===== src/rtl/memory_arbiter.sv =====
// Round-robin arbiter sharing one external memory port among CHANNELS requesters.
// Registered strobes and response pulses, with an optional BUSY timeout abort.
module memory_arbiter #(
    parameter int CHANNELS   = 2,
    parameter int ADDR_WIDTH = 32,
    parameter int DATA_WIDTH = 32,
    parameter int TIMEOUT    = 0
) (
    input  logic                             clock,
    input  logic                             reset,
    input  logic [CHANNELS-1:0]              ch_read,
    input  logic [CHANNELS-1:0]              ch_write,
    input  logic [CHANNELS*ADDR_WIDTH-1:0]   ch_address,
    input  logic [CHANNELS*DATA_WIDTH-1:0]   ch_wdata,
    output logic [DATA_WIDTH-1:0]            ch_rdata,
    output logic [CHANNELS-1:0]              ch_ready,
    output logic [CHANNELS-1:0]              ch_done,
    output logic [CHANNELS-1:0]              ch_error,
    output logic [ADDR_WIDTH-1:0]            mem_address,
    output logic [DATA_WIDTH-1:0]            mem_wdata,
    output logic                             mem_read,
    output logic                             mem_write,
    input  logic [DATA_WIDTH-1:0]            mem_rdata,
    input  logic                             mem_ready,
    input  logic                             mem_done
);

    localparam int IW = (CHANNELS > 1) ? $clog2(CHANNELS) : 1;
    localparam int CW = $clog2(TIMEOUT + 2);

    typedef enum logic [1:0] {IDLE, BUSY, RESPOND} state_t;

    state_t                state, state_next;
    logic [IW-1:0]         last, last_next;
    logic [IW-1:0]         grant, grant_next;
    logic                  is_read, is_read_next;
    logic [ADDR_WIDTH-1:0] addr, addr_next;
    logic [DATA_WIDTH-1:0] wdata, wdata_next;
    logic [DATA_WIDTH-1:0] rdata, rdata_next;
    logic [CW-1:0]         count, count_next, count_inc;
    logic                  rd_strobe, rd_strobe_next;
    logic                  wr_strobe, wr_strobe_next;
    logic [CHANNELS-1:0]   ready, ready_next;
    logic [CHANNELS-1:0]   done, done_next;
    logic [CHANNELS-1:0]   error, error_next;
    logic [CHANNELS-1:0]   pending;
    logic                  found;
    int                    pick;
    int                    cand;

    assign pending   = ch_read | ch_write;
    assign count_inc = count + CW'(1);

    always_comb begin
        state_next   = state;
        last_next    = last;
        grant_next   = grant;
        is_read_next = is_read;
        addr_next    = addr;
        wdata_next   = wdata;
        rdata_next   = rdata;
        count_next   = count;
        ready_next   = '0;
        done_next    = '0;
        error_next   = '0;
        found        = 1'b0;
        pick         = 0;
        cand         = 0;
        unique case (state)
            IDLE: begin
                // Walk backwards so the last hit is the first after last grant.
                for (int k = CHANNELS; k >= 1; k--) begin
                    cand = (int'(last) + k) % CHANNELS;
                    if (pending[cand]) begin
                        found = 1'b1;
                        pick  = cand;
                    end
                end
                if (found) begin
                    grant_next   = IW'(pick);
                    last_next    = IW'(pick);
                    addr_next    = ch_address[pick*ADDR_WIDTH +: ADDR_WIDTH];
                    wdata_next   = ch_wdata[pick*DATA_WIDTH +: DATA_WIDTH];
                    is_read_next = ch_read[pick];
                    count_next   = '0;
                    state_next   = BUSY;
                end
            end
            BUSY: begin
                if (is_read && mem_ready) begin
                    rdata_next        = mem_rdata;
                    ready_next[grant] = 1'b1;
                    state_next        = RESPOND;
                end else if (!is_read && mem_done) begin
                    done_next[grant] = 1'b1;
                    state_next       = RESPOND;
                end else if (TIMEOUT != 0) begin
                    if (count_inc == CW'(TIMEOUT)) begin
                        error_next[grant] = 1'b1;
                        state_next        = RESPOND;
                    end else begin
                        count_next = count_inc;
                    end
                end
            end
            RESPOND: begin
                count_next = '0;
                state_next = IDLE;
            end
            default: state_next = IDLE;
        endcase
        rd_strobe_next = (state_next == BUSY) && is_read_next;
        wr_strobe_next = (state_next == BUSY) && !is_read_next;
    end

    always_ff @(posedge clock or negedge reset) begin
        if (!reset) begin
            state     <= IDLE;
            last      <= IW'(CHANNELS - 1);
            grant     <= '0;
            is_read   <= 1'b0;
            addr      <= '0;
            wdata     <= '0;
            rdata     <= '0;
            count     <= '0;
            rd_strobe <= 1'b0;
            wr_strobe <= 1'b0;
            ready     <= '0;
            done      <= '0;
            error     <= '0;
        end else begin
            state     <= state_next;
            last      <= last_next;
            grant     <= grant_next;
            is_read   <= is_read_next;
            addr      <= addr_next;
            wdata     <= wdata_next;
            rdata     <= rdata_next;
            count     <= count_next;
            rd_strobe <= rd_strobe_next;
            wr_strobe <= wr_strobe_next;
            ready     <= ready_next;
            done      <= done_next;
            error     <= error_next;
        end
    end

    assign mem_address = addr;
    assign mem_wdata   = wdata;
    assign mem_read    = rd_strobe;
    assign mem_write   = wr_strobe;
    assign ch_rdata    = rdata;
    assign ch_ready    = ready;
    assign ch_done     = done;
    assign ch_error    = error;

endmodule

===== config.mk =====
export PLATFORM = sky130hd
export DESIGN_NAME = memory_arbiter
export DESIGN_NICKNAME = d
export VERILOG_FILES = /design/src/rtl/memory_arbiter.sv
export SDC_FILE = /design/constraint.sdc
export NUM_CORES = 1
export LEC_CHECK = 0
export ABC_AREA = 1
export CAP_MARGIN = 20
export CORE_MARGIN = 2
export CORE_UTILIZATION = 27
export DETAILED_ROUTE_END_ITERATION = 8
export PLACE_DENSITY = 0.67
export REMOVE_ABC_BUFFERS = 1
export SETUP_SLACK_MARGIN = 0.4
export SKIP_LAST_GASP = 1
export SLEW_MARGIN = 15
export SYNTH_ARGS = -nofsm -noshare
export SYNTH_HDL_FRONTEND = slang
export SYNTH_SLANG_ARGS = --single-unit

===== constraint.sdc =====
create_clock -name clock -period 3.9 [get_ports clock]
set_clock_uncertainty 0.15 [all_clocks]
set_input_delay 0.78 -clock clock [delete_from_list [all_inputs] [get_ports clock]]
set_output_delay 0.78 -clock clock [all_outputs]
set_load 0.01 [all_outputs]

==> qor.log, run 1 <==
qor: floorplan.die_area 0.0182 mm^2
qor: clock_tree.cts_resized 0
qor: finish.final.fill_count 1,617
qor: setup_path.cp_max_fo 43
qor: sta.setup_violations 0
qor: clock_tree.cts.sinks 107
qor: floorplan.ios 272
qor: synth.synth_ff_type sky130_fd_sc_hd__dfrtp_1
qor: setup_path.max_stage_delay 0.52 ns
qor: worst_hold_path.timing.hold.worst.start grant
qor: power.p_leak 3.40 nW
qor: placement.gp_routability_congestion 0.762
qor: placement.detailed_place_hpwl 10.6 mm
qor: setup_path.setup.worst_path.class input port to flop
qor: setup_path.cp_slowest_cell sky130_fd_sc_hd__buf_4
qor: clock_tree.clock-root-buffer sky130_fd_sc_hd__clkbuf_16
qor: worst_hold_path.holdCritPathClass flop to flop
qor: setup_path.worst_r2r_setup_slack 1.73 ns
qor: clock_tree.cts-hold-fix-buffers 0
qor: setup_path.critical_path.reg2reg.startpoint last
qor: worst_hold_path.hold_path_end ch_done[0]
qor: drt.viasPerCell 4.37
qor: clock_tree.cts_buffer_depth 2
qor: synth.syn_inst 539
qor: sta.setup_repair_after_global_routing_missed_its_margin no
qor: setup_path.worst_ep_required_time 4.02 ns
qor: drt.antenna_violating_nets_post_route 0
qor: sta.tightestPinTransition 0.807 ns
qor: finish.layout-area-overhead-vs-synth 67.5%
qor: synth.yosys_register_bits 107
qor: clock_tree.cts_tree yes
qor: drt.route.detailed.wl_per_inst 14.7 um
qor: setup_path.critical_path.reg2reg.endpoint mem_address[9]
qor: drt.drt-pass1-iter-count 4
qor: sta.slew_headroom 46.2%
qor: drt.route.vias.total 4,441
qor: placement.port_buffers 269
qor: floorplan.rows 47
qor: floorplan.die_y 135 um
qor: clock_tree.htree_levels 3
qor: synth.synthesis.area 0.00463 mm^2
qor: sta.post-route-period-util 67.5%
qor: synth.synth_seq_area_share 57.8%
qor: global_routing.grt_start_max_net_pins 68
qor: power.ir_drop 383 uV
qor: finish.area_of_the_multi_input_gates 0.00155 mm^2
qor: global_routing.first_global_vias 4,490
qor: setup_path.worst_ep_arrival_time 2.75 ns
qor: setup_path.kind_of_launch_point_of_the_worst_setup_path input port
qor: synth.ys_async_sr_fraction 100%
qor: drt.detail_route.drc_violations 0
qor: finish.n_antenna_cell 0
qor: floorplan.die_width 135 um
qor: setup_path.crit_path_cell_trace clkdlybuf4s50_1 -> nor2_1 -> inv_1 -> nand2_2 -> buf_4 -> a21oi_1 -> a21oi_1
qor: worst_hold_path.hold-path-cell-count 1
qor: clock_tree.worst_skew_pair.late_latency 0.34 ns
qor: synth.synth_commonest_cells 129 x sky130_fd_sc_hd__a21oi_1, 108 x sky130_fd_sc_hd__nand2_1, 106 x sky130_fd_sc_hd__dfrtp_1
qor: drt.wirelength 15.0 mm
qor: sta.setup_tns 0 ns
qor: global_routing.grt_use_total 16.0%
qor: sta.final.min_clock_period 2.63 ns
qor: sta.drv_slew 0
qor: synth.synth.avg_cell_area 8.60 um^2
qor: finish.final_core_util 46.5%
qor: synth.synth_area_leaders sky130_fd_sc_hd__dfrtp_1 57%, sky130_fd_sc_hd__a21oi_1 14%, sky130_fd_sc_hd__nand2_1 8.7%
qor: global_routing.grt_antenna_before_repair 0
qor: global_routing.grt-ovfl-total 0
qor: synth.post-synth-top-area-cell sky130_fd_sc_hd__dfrtp_1
qor: power.power_per_cell_area 761 mW/mm^2
qor: floorplan.core_region_area 0.0167 mm^2
qor: sta.report.final.hold_viol_count 0
qor: finish.design.final.nets 959
qor: setup_path.cp_common_cell sky130_fd_sc_hd__a21oi_1
qor: synth.synth_top_area_share 57.3%
qor: synth.synth_enable_flop_cells 0
qor: clock_tree.cts_inserted_buffers 9
qor: clock_tree.post-cts-setup-buffer-count 0
qor: clock_tree.path_clk_slew 0.07 ns
qor: finish.post_route_cells_drive_above_1_share 4.02%
qor: global_routing.grt_pass1_wl 22.9 mm
qor: floorplan.initial_utilization 27.7%
qor: sta.fmaxAchievable 380 MHz
qor: drt.dr_iter_0_viols 124
qor: synth.yosys.cell_count.top_type sky130_fd_sc_hd__a21oi_1
qor: finish.regArea 0.00268 mm^2
qor: flow_run.timing.max_cap.violations 0
qor: setup_path.register_to_register_path_depth 5
qor: setup_path.worst_setup_path_end_kind flop
qor: synth.synthDistinctLibCells 17
qor: synth.synth_warnings 0
qor: outcome.status completed
[placed cells by master, fill, tap and decap left out, types with 2 or more instances in the layout]
master                              n
sky130_fd_sc_hd__nor2_1            74
sky130_fd_sc_hd__inv_1             41
sky130_fd_sc_hd__buf_4              7
sky130_fd_sc_hd__inv_6              2
sky130_fd_sc_hd__clkdlybuf4s50_1  268
sky130_fd_sc_hd__conb_1             2
sky130_fd_sc_hd__a21oi_1          129
sky130_fd_sc_hd__clkbuf_16          9
sky130_fd_sc_hd__clkbuf_8           3
sky130_fd_sc_hd__o21ai_0           20
sky130_fd_sc_hd__o21ai_1           16
sky130_fd_sc_hd__buf_12             2
sky130_fd_sc_hd__nand2_2            2
sky130_fd_sc_hd__dfrtp_1          106
sky130_fd_sc_hd__inv_2              2
sky130_fd_sc_hd__nand2_1          107
[critical path: cells and delay by family]
kind / cells / cell delay, ns
AOI/OAI and AO/OA: 2 / 0.35
buffers and inverters: 3 / 1.03
and+or+nand+nor: 2 / 0.55
[metrics by stage]
step	cell area (um^2)	total power, mW	setup WS, ns	std cells	hold slack, ns
finish	7760	5.91	1.27	1016	0.331
global route	7760	6.37	1.14	1016	0.355
CTS	7760	6.00	1.30	1016	0.328
detailed placement	7440	4.98	0.927	1000	0.296
global placement	7440	4.95	0.955	1000	0.315
floorplan	4380	3.31	0.682	503	0.276
[worst max-delay path by stage]
stage	start	slack, ns	end	cells after the start
finish	ch_read[1]	1.27	mem_address[9]	7
global placement	ch_read[1]	0.95	mem_address[9]	7
CTS	ch_read[1]	1.30	mem_address[9]	7
detailed placement	ch_read[1]	0.93	mem_address[9]	7
global route	ch_read[1]	1.14	mem_address[6]	7
floorplan	ch_write[1]	0.68	grant	6
[report_power, final]
part	internal [mW]	leakage (nW)	switching, mW	total [mW]
registers	1.66	1.26	0.281	1.95
clock network	0.556	0.156	0.420	0.976
logic	1.47	1.99	1.51	2.98
total	3.70	3.40	2.21	5.91
[registers in the layout, summed over array words and instances, names as in the netlist]
signal and flops:
state 2, ch_ready 2, mem_write 1, ch_done 2
mem_address 32, mem_read 1, last 1, ch_rdata 32
mem_wdata 32, grant 1, is_read 1
[cell type report]
class / count / area share, %
clock buffers: 12 / 3.43
clock inverters: 4 / 0.710
inverters: 43 / 2.08
multi-input cells: 353 / 19.9
flip-flops and latches: 107 / 34.5
well taps: 220 / 3.55
repair buffers: 277 / 35.8
[metal layers]
metal,GRT usage (%),wire length (um),vias up
met2,26.6,6860,199
met1,18.8,6200,2004
met5,0,0,-
li1,-,-,2223
met3,6.34,1670,15
met4,5.32,238,0
[kinds of logic after synthesis]
logic type	after synthesis	share of synthesized area (%)
compound gates	165	17.8
buf+inv	80	9.05
flops	107	57.8
simple gates	186	15.2
other cells	1	0.0809
No activity file was read; power rests on OpenSTA's default activity.
==> run 2: changes to the inputs <==
- PLACE_DENSITY: 0.67 -> 0.69
- clock period: 3.9 -> 2.25 ns (I/O delays scaled with it)
==> run 2 against run 1 <==
The run now ends with negative hold slack left. Cell count is 0.20% higher. Worst setup slack worse by 0.82 ns. Critical path depth down 6. Via count increased by 1.3%. Total power grew 63%. Flip-flop and latch count unchanged. Clock-buffer cell count shrank 1. Sequential share of layout area rose by 0.26 points. Global-route usage is 0.76 points higher.
==> qor.log, run 2 (synthesized netlist as in run 1, its figures left out) <==
qor: sta.fin_hold_ws -0.00328 ns [-0.334 ns]
qor: clock_tree.worst_skew_pair.late_latency 0.35 ns [about the same]
qor: worst_hold_path.holdCritPathClass input port to async pin
qor: drt.viasPerCell 4.42 [+1.1%]
qor: floorplan.rows 47 [unchanged]
qor: global_routing.first_global_vias 4,654 [+3.7%]
qor: setup_path.number_of_cells_on_the_critical_path 1 [-6]
qor: setup_path.worst_r2r_setup_slack 0.74 ns [-0.99 ns]
qor: placement.detailed_place_hpwl 10.8 mm [+1.9%]
qor: finish.most_used_cells_in_the_layout_excluding_fill_and_tap_cells 168 x sky130_fd_sc_hd__clkdlybuf4s50_1, 129 x sky130_fd_sc_hd__a21oi_1, 107 x sky130_fd_sc_hd__nand2_1, 106 x sky130_fd_sc_hd__dfrtp_1, 90 x sky130_fd_sc_hd__dlygate4sd2_1
qor: setup_path.critical_path.top_delay_family buffers and inverters
qor: finish.design.final.nets 961 [+0.21%]
qor: drt.detail_route.drc_violations 0 [unchanged]
qor: finish.mostFrequentLayoutCell sky130_fd_sc_hd__clkdlybuf4s50_1
qor: global_routing.grt-ovfl-total 0 [unchanged]
qor: finish.layout-area-overhead-vs-synth 66.2%
qor: setup_path.critical_path.reg2reg.endpoint mem_read
qor: global_routing.grt_start_max_net_pins 108 [+59%]
qor: sta.setup_violations 0 [unchanged]
qor: setup_path.kind_of_launch_point_of_the_worst_setup_path flop
qor: setup_path.max_stage_delay 0.53 ns [about the same]
qor: setup_path.worst_ep_arrival_time 1.21 ns [-1.54 ns]
qor: finish.post_route_cells_drive_above_1_share 4.01% [-0.010 points]
qor: setup_path.startpoint mem_write
qor: setup_path.cp_slowest_cell sky130_fd_sc_hd__clkdlybuf4s50_1
qor: clock_tree.cts_inserted_buffers 9 [unchanged]
qor: clock_tree.cts.sinks 107 [unchanged]
qor: setup_path.worst_ep_required_time 1.65 ns [-2.37 ns]
qor: clock_tree.htree_levels 3 [unchanged]
qor: drt.wirelength 15.2 mm [+1.7%]
qor: drt.route.vias.total 4,500 [+1.3%]
qor: sta.drv_slew 0 [unchanged]
qor: setup_path.register_to_register_path_depth 7 [+2]
qor: floorplan.ios 272 [unchanged]
qor: clock_tree.cts_buffer_depth 2 [unchanged]
qor: floorplan.core_region_area 0.0167 mm^2 [unchanged]
qor: placement.placed_area 0.00751 mm^2 [+1.0%]
qor: drt.route.detailed.wl_per_inst 15.0 um [+1.5%]
qor: clock_tree.path_clk_slew 0.07 ns [about the same]
qor: drt.dr_iter_0_viols 162 [+31%]
qor: sta.slew_headroom 60.2% [+14 points]
qor: outcome.violations_in_the_final_reports negative hold slack
qor: placement.gp_routability_congestion 0.759 [-0.30%]
qor: placement.port_buffers 269 [unchanged]
qor: sta.tightestPinTransition 0.597 ns [-0.210 ns]
qor: outcome.status finished, violations left
qor: power.p_leak 3.63 nW [+6.8%]
qor: clock_tree.cts_resized 90 [+90]
qor: power.ir_drop 664 uV [+73%]
qor: clock_tree.cts-hold-fix-buffers 0 [unchanged]
qor: power.power_per_cell_area 1250 mW/mm^2 [+64%]
qor: clock_tree.post-cts-setup-buffer-count 0 [unchanged]
qor: floorplan.die_area 0.0182 mm^2 [unchanged]
qor: setup_path.worst_path_bufs_invs 1 [-2]
qor: flow_run.timing.max_cap.violations 0 [unchanged]
qor: placement.post-place-cells 1,002 [+0.20%]
qor: global_routing.grt_use_total 16.7% [+0.76 points]
qor: floorplan.die_width 135 um [unchanged]
qor: finish.n_antenna_cell 0 [unchanged]
qor: setup_path.setup.worst_path.class flop to output port
qor: finish.finalInstanceArea 0.00770 mm^2 [-0.76%]
qor: sta.setup_repair_after_global_routing_missed_its_margin no
qor: setup_path.crit_path_cell_trace clkdlybuf4s50_1
qor: clock_tree.clock-root-buffer sky130_fd_sc_hd__clkbuf_16
qor: setup_path.critical_path.reg2reg.startpoint last
qor: sta.report.final.hold_viol_count 4 [+4]
qor: sta.fmaxAchievable 554 MHz
qor: setup_path.worst_setup_path_end_kind output port
qor: drt.drt-pass1-iter-count 4 [unchanged]
qor: sta.final.min_clock_period 1.81 ns
qor: global_routing.grt_pass1_wl 23.8 mm [+4.1%]
qor: floorplan.die_y 135 um [unchanged]
qor: clock_tree.cts_tree yes
qor: finish.fin_cells 1,018 [+0.20%]
qor: drt.antenna_violating_nets_post_route 0 [unchanged]
qor: setup_path.cp_max_fo 1 [-98%]
qor: floorplan.initial_utilization 27.7% [unchanged]
qor: sta.post-route-period-util 80.3%
qor: finish.final_core_util 46.1% [-0.35 points]
qor: global_routing.grt_antenna_before_repair 0 [unchanged]
-- run 2: how the worst max path moves through the flow --
stage,endpoint,slack [ns]
after CTS,mem_address[19],0.40
final,mem_write,0.44
after global placement,mem_read,0.22
after detailed placement,mem_address[8],0.20
after floorplan,grant,-0.64
after global routing,mem_write,0.40
-- run 2: layer usage --
| metal | global-route usage (%) | vias up | wire length, um |
|---|---|---|---|
| met3 | 6.42 | 15 | 1710 |
| li1 | - | 2230 | - |
| met5 | 0 | - | 0 |
| met4 | 5.32 | 0 | 220 |
| met1 | 18.5 | 2061 | 5980 |
| met2 | 29.6 | 194 | 7310 |
-- run 2: worst reg2reg max path, stage by stage, from the launching register on --
cell	delay, ns
sky130_fd_sc_hd__dfstp_2	0.53
sky130_fd_sc_hd__o21ai_1	0.07
sky130_fd_sc_hd__nand2_2	0.11
sky130_fd_sc_hd__buf_12	0.25
sky130_fd_sc_hd__nand2_1	0.10
sky130_fd_sc_hd__nand2_1	0.09
sky130_fd_sc_hd__nand2_1	0.07
sky130_fd_sc_hd__nor2_1	0.09
-- run 2: power by group --
part	total [mW]	switching, mW	internal [mW]
combinational	4.79	2.67	2.12
clock	1.50	0.744	0.757
sequential	3.35	0.464	2.88
total	9.64	3.87	5.76
-- run 2: cell type report --
cell class / count / area, um^2
repair buffers: 279 / 2770
clock inverters: 5 / 40.0
inverters: 43 / 161
multi-input cells: 353 / 1550
well taps: 220 / 275
clock buffers: 11 / 233
flip-flops and latches: 107 / 2680
fillers: 1662 / 9000
-- run 2: through the flow --
step	power, mW	setup WS [ns]	setup TNS, ns
global route	10.5	0.404	0
finish	9.64	0.444	0
CTS	9.83	0.401	0
floorplan	5.73	-0.638	-38.93
detailed placement	8.85	0.202	0
global placement	8.76	0.218	0
